[src/rtl/tdm_pkg.sv]
// Shared types and sizes for the 4-channel TDM demultiplexer.
package tdm_pkg;

    localparam int unsigned NUM_CH = 4;
    localparam int unsigned SLOT_W = 2;

    typedef enum logic {
        HUNT = 1'b0,
        LOCK = 1'b1
    } state_t;

endpackage : tdm_pkg

[src/rtl/demux_1x4.sv]
// Combinational 1:4 enable steering, built as a 2:1 tree matching the transmit-side mux.
module demux_1x4
    import tdm_pkg::*;
(
    input  logic [SLOT_W-1:0] slot,
    input  logic              en,
    output logic [NUM_CH-1:0] ch_en_c
);

    logic lo_en;
    logic hi_en;

    // First stage splits on the slot MSB, second stage on the LSB.
    always_comb begin
        lo_en      = en & ~slot[1];
        hi_en      = en &  slot[1];
        ch_en_c[0] = lo_en & ~slot[0];
        ch_en_c[1] = lo_en &  slot[0];
        ch_en_c[2] = hi_en & ~slot[0];
        ch_en_c[3] = hi_en &  slot[0];
    end

endmodule : demux_1x4

[src/rtl/tdm_demux_4ch.sv]
// Four-channel TDM receive demultiplexer with slot tracking, frame lock and framing-error detection.
module tdm_demux_4ch
    import tdm_pkg::*;
#(
    parameter int unsigned WIDTH = 8
) (
    input  logic             clk,
    input  logic             rst_n,
    input  logic [WIDTH-1:0] din,
    input  logic             din_valid,
    input  logic             frame_sync,
    output logic [WIDTH-1:0] d0,
    output logic [WIDTH-1:0] d1,
    output logic [WIDTH-1:0] d2,
    output logic [WIDTH-1:0] d3,
    output logic [3:0]       ch_valid,
    output logic             frame_valid,
    output logic             locked,
    output logic             sync_err
);

    state_t            state_q;
    state_t            state_d;
    logic [SLOT_W-1:0] slot_q;
    logic [SLOT_W-1:0] slot_d;
    logic              cap_en;
    logic [SLOT_W-1:0] cap_slot;
    logic              err_d;
    logic              fv_d;
    logic [NUM_CH-1:0] ch_en_c;
    logic [WIDTH-1:0]  d_q [NUM_CH];

    always_ff @(posedge clk or negedge rst_n) begin
        if (!rst_n) begin
            state_q <= HUNT;
            slot_q  <= '0;
        end else begin
            state_q <= state_d;
            slot_q  <= slot_d;
        end
    end

    // Next state and slot; only valid words move the frame position.
    always_comb begin
        state_d = state_q;
        slot_d  = slot_q;
        if (din_valid) begin
            case (state_q)
                HUNT: begin
                    if (frame_sync) begin
                        state_d = LOCK;
                        slot_d  = SLOT_W'(1);
                    end
                end
                LOCK: begin
                    if (frame_sync) begin
                        slot_d = SLOT_W'(1);
                    end else if (slot_q == '0) begin
                        state_d = HUNT;
                        slot_d  = '0;
                    end else begin
                        slot_d = slot_q + SLOT_W'(1);
                    end
                end
                default: begin
                    state_d = HUNT;
                    slot_d  = '0;
                end
            endcase
        end
    end

    // Capture request and pulse values for the word presented this cycle.
    always_comb begin
        cap_en   = 1'b0;
        cap_slot = slot_q;
        err_d    = 1'b0;
        fv_d     = 1'b0;
        if (din_valid) begin
            case (state_q)
                HUNT: begin
                    if (frame_sync) begin
                        cap_en   = 1'b1;
                        cap_slot = '0;
                    end
                end
                LOCK: begin
                    if (frame_sync) begin
                        cap_en   = 1'b1;
                        cap_slot = '0;
                        err_d    = (slot_q != '0);
                    end else if (slot_q == '0) begin
                        err_d = 1'b1;
                    end else begin
                        cap_en = 1'b1;
                        fv_d   = (slot_q == SLOT_W'(3));
                    end
                end
                default: ;
            endcase
        end
    end

    demux_1x4 u_demux (
        .slot    (cap_slot),
        .en      (cap_en),
        .ch_en_c (ch_en_c)
    );

    always_ff @(posedge clk or negedge rst_n) begin
        if (!rst_n) begin
            for (int i = 0; i < int'(NUM_CH); i++) d_q[i] <= '0;
            ch_valid    <= '0;
            frame_valid <= 1'b0;
            locked      <= 1'b0;
            sync_err    <= 1'b0;
        end else begin
            for (int i = 0; i < int'(NUM_CH); i++) begin
                if (ch_en_c[i]) d_q[i] <= din;
            end
            ch_valid    <= ch_en_c;
            frame_valid <= fv_d;
            locked      <= (state_d == LOCK);
            sync_err    <= err_d;
        end
    end

    assign d0 = d_q[0];
    assign d1 = d_q[1];
    assign d2 = d_q[2];
    assign d3 = d_q[3];

endmodule : tdm_demux_4ch

[config.mk]
export PLATFORM = sky130hd
export DESIGN_NAME = tdm_demux_4ch
export DESIGN_NICKNAME = d
export VERILOG_FILES = /design/src/rtl/tdm_pkg.sv /design/src/rtl/demux_1x4.sv /design/src/rtl/tdm_demux_4ch.sv
export SDC_FILE = /design/constraint.sdc
export NUM_CORES = 1
export LEC_CHECK = 0
export ABC_AREA = 1
export CAP_MARGIN = 20
export CORE_ASPECT_RATIO = 2
export CORE_MARGIN = 2
export CORE_UTILIZATION = 35
export DETAILED_ROUTE_END_ITERATION = 10
export DONT_BUFFER_PORTS = 1
export PLACE_DENSITY = 0.53
export SKIP_LAST_GASP = 1
export SLEW_MARGIN = 10
export SYNTH_ARGS = -nofsm -noshare
export SYNTH_HDL_FRONTEND = slang
export SYNTH_SLANG_ARGS = --single-unit
[constraint.sdc]
create_clock -name clk -period 2.45 [get_ports clk]
set_input_delay 0.245 -clock clk [delete_from_list [all_inputs] [get_ports clk]]
set_output_delay 0.245 -clock clk [all_outputs]
set_load 0.005 [all_outputs]
==> metrics.csv <==
metric,value,unit
antenna violations before repair,0,
Setup crit start kind,flip-flop,
Syn-to-layout area delta,9.71,%
# DRC,0,
kind of end point of the critical path,flip-flop,
num rows,35,
status,completed,
Post-layout nets,199,
Synth Register Bits,41,
sequential power share,58.6,%
Setup Skew,0.00521,ns
DP HPWL,2990,µm
Comb power frac,20.4,%
# IOs,51,
switching fraction of total power,35.7,%
worst path cell trace,"inv_1, ha_1, ha_1, nand2_1, nand2_4, nor2_4, nand3_1, nand2_1",
Clock Latency Late Sink,0.29,ns
Worst Tran Pin Value,0.437,ns
peak supply drop,0.492,mV
Clock transition at path regs,0.07,ns
ANT nets after route,0,
Switch Pwr,720,µW
clock sinks,41,
Post-Syn Instances,177,
Fin. Hold Viols,0,
syn_nets,193,
CP Buf/Inv Count,1,
postcts setup bufs,0,
Avg Inst Size Synth,9.61,µm²
grt ovf,0,
Hold Crit Class,input pin to flip-flop,
largest net degree at the start of global routing,42,
final wirelength,4130,µm
Placer Congestion,0.770,
"Worst Path Class, Setup",flip-flop to flip-flop,
Initial DRT Pass Iterations,4,
vias in the first global route,1258,
RSZ-0062 raised after global routing,false,
endpoints failing setup,0,
GRT Total Usage,16.9,%
hold_sp,din_valid,
YS warnings,0,
reg2reg start,slot_q[0],
Crit path max-delay family,simple AND/OR/NAND/NOR gates,
Die Footprint,5470,µm²
crit-path max cell delay,0.57,ns
setup TNS,0,ns
clock power share,20.9,%
drt wl/cell,17.3,µm
Layout fillers,493,
final hold slack,0.0746,ns
Die Span X,53.3,µm
LEAKAGE,0.999,nW
post-DR vias/cell,5.11,
# port buffers,0,
Die Y,103,µm
DRT iter0 DRCs,33,
global-route wire length before repair,6490,µm
core area,4640,µm²
Slew HR,70.9,%
Pwr Density,1080,nW/µm²
Max-Cap Viols,0,
TritonCTS Buffers,5,
arrival time worst endpoint,2.24,ns
via count,1222,
f_max,497,MHz
post-route clock period utilization,82.1,%
Mapped Area,1700,µm²
clock root buffer,clkbuf_8,
Int Power,1.30,mW
CP max stage cell,dfrtp_1,
post-synth cell types,17,
fraction of layout instances using a drive strength above 1,11.4,%
# diodes,0,
sequential-to-total area share from yosys stat,60.3,%
Starting Density,36.7,%
fin. max-slew vios,0,
CP required,2.68,ns
Setup crit start,slot_q[0],
maximum clock insertion buffer count,2,
CTS tree,yes,
H-tree depth,2,
"Max FO, Critical Path",16,
minimum clock period,2.01,ns
-- worst reg2reg max path, cell delays in order (launching register included) --
cell and delay [ns]:
dfrtp_1 0.57, inv_1 0.11, ha_1 0.22, ha_1 0.17
nand2_1 0.23, nand2_4 0.11, nor2_4 0.29, nand3_1 0.15
nand2_1 0.09
-- per-layer routing --
layer / share of wire, % / GRT usage, % / vias to the layer above
met2: 53 / 28.7 / 47
met1: 36 / 18.5 / 582
met4: 2.6 / 7.89 / 0
li1: - / - / 585
met5: 0 / 0 / -
met3: 7.9 / 5.22 / 8
-- power groups by stage --
stage                     registers, mW  logic [mW]  clock network [mW]
final                              1.18       0.412               0.422
after CTS                          1.19       0.420               0.436
after global placement             1.20       0.384                   0
after global routing               1.22       0.494               0.467
after floorplan                    1.12       0.345                   0
after detailed placement           1.21       0.395                   0
-- worst paths after layout --
check | to | slack [ns] | depth (start not counted)
min in group asynchronous | d0[6] | 0.44 | 2
min | locked | 0.07 | 1
max reg2reg | d1[0] | 0.44 | 8
max in group asynchronous | d2[2] | 1.82 | 2
min reg2reg | d1[5] | 0.50 | 2
max | d1[0] | 0.44 | 8
-- cells by family (layout without fill, tap and decap cells) --
group	count (synthesis)	after routing	synth area share (%)
AOI/OAI and AO/OA	4	4	1.32
buffers and inverters	14	21	3.60
DFF	41	41	60.3
adders and majority gates	4	4	2.94
and+or+nand+nor	114	114	31.8
-- per-stage QoR --
step	setup WS [ns]	total power [mW]	util, %	instance area [µm²]	cells
after CTS	0.448	2.05	40.2	1870	239
after global placement	0.523	1.58	37.8	1750	229
final	0.439	2.02	40.2	1870	239
after global routing	0.272	2.18	40.2	1870	239
after detailed placement	0.461	1.60	37.8	1750	229
after floorplan	0.428	1.46	-	1700	177
-- state kept, by name, summed over array words and instances, names as in the netlist --
name / flops
slot_q: 2
sync_err: 1
d2: 8
d3: 8
locked: 1
d1: 8
frame_valid: 1
d0: 8
ch_valid: 4
-- placed cells by master, fill, tap and decap left out --
cell and n:
dlygate4sd3_1 1, o211ai_1 1, nand2_2 3, nand3_1 33, buf_12 1, clkbuf_1 1, ha_1 4, nand4_2 4
inv_1 9, clkbuf_8 5, o21ai_0 2, nor2_1 2, nand2_4 2, nand2_1 68, clkinv_2 2, buf_4 1
dfrtp_1 41, inv_2 1, a21oi_1 1, nor2_4 2
-- cell usage after synthesis --
library cell | count | area share (%)
nand2_1 | 68 | 15
dfrtp_1 | 41 | 60
nand3_1 | 33 | 9.7
inv_1 | 9 | 2.0
ha_1 | 4 | 2.9
nand4_2 | 4 | 2.9
nand2_2 | 3 | 1.1
buf_4 | 2 | 0.88
nand2_4 | 2 | 1.3
nor2_1 | 2 | 0.44
nor2_4 | 2 | 1.3
o21ai_0 | 2 | 0.59
a21oi_1 | 1 | 0.29
buf_2 | 1 | 0.29
clkbuf_1 | 1 | 0.22
inv_2 | 1 | 0.22
o211ai_1 | 1 | 0.44
-- cell type report --
class	count	area [µm²]	area share [%]
Clock buffer	6	72.6	3.89
Clock inverter	2	10.0	0.536
Inverter	10	37.5	2.01
Multi-Input combinational cell	122	614	32.9
Sequential cell	41	1030	55.0
Tap cell	55	68.8	3.69
Timing Repair Buffer	3	37.5	2.01
-- timing repair --
| action | in CTS | in global routing |
|---|---|---|
| hold buffers | 2 | 0 |
| endpoints found under the hold margin | 41 | 0 |
| resized for setup | 0 | 0 |
Power figures use the tool's default switching activity.
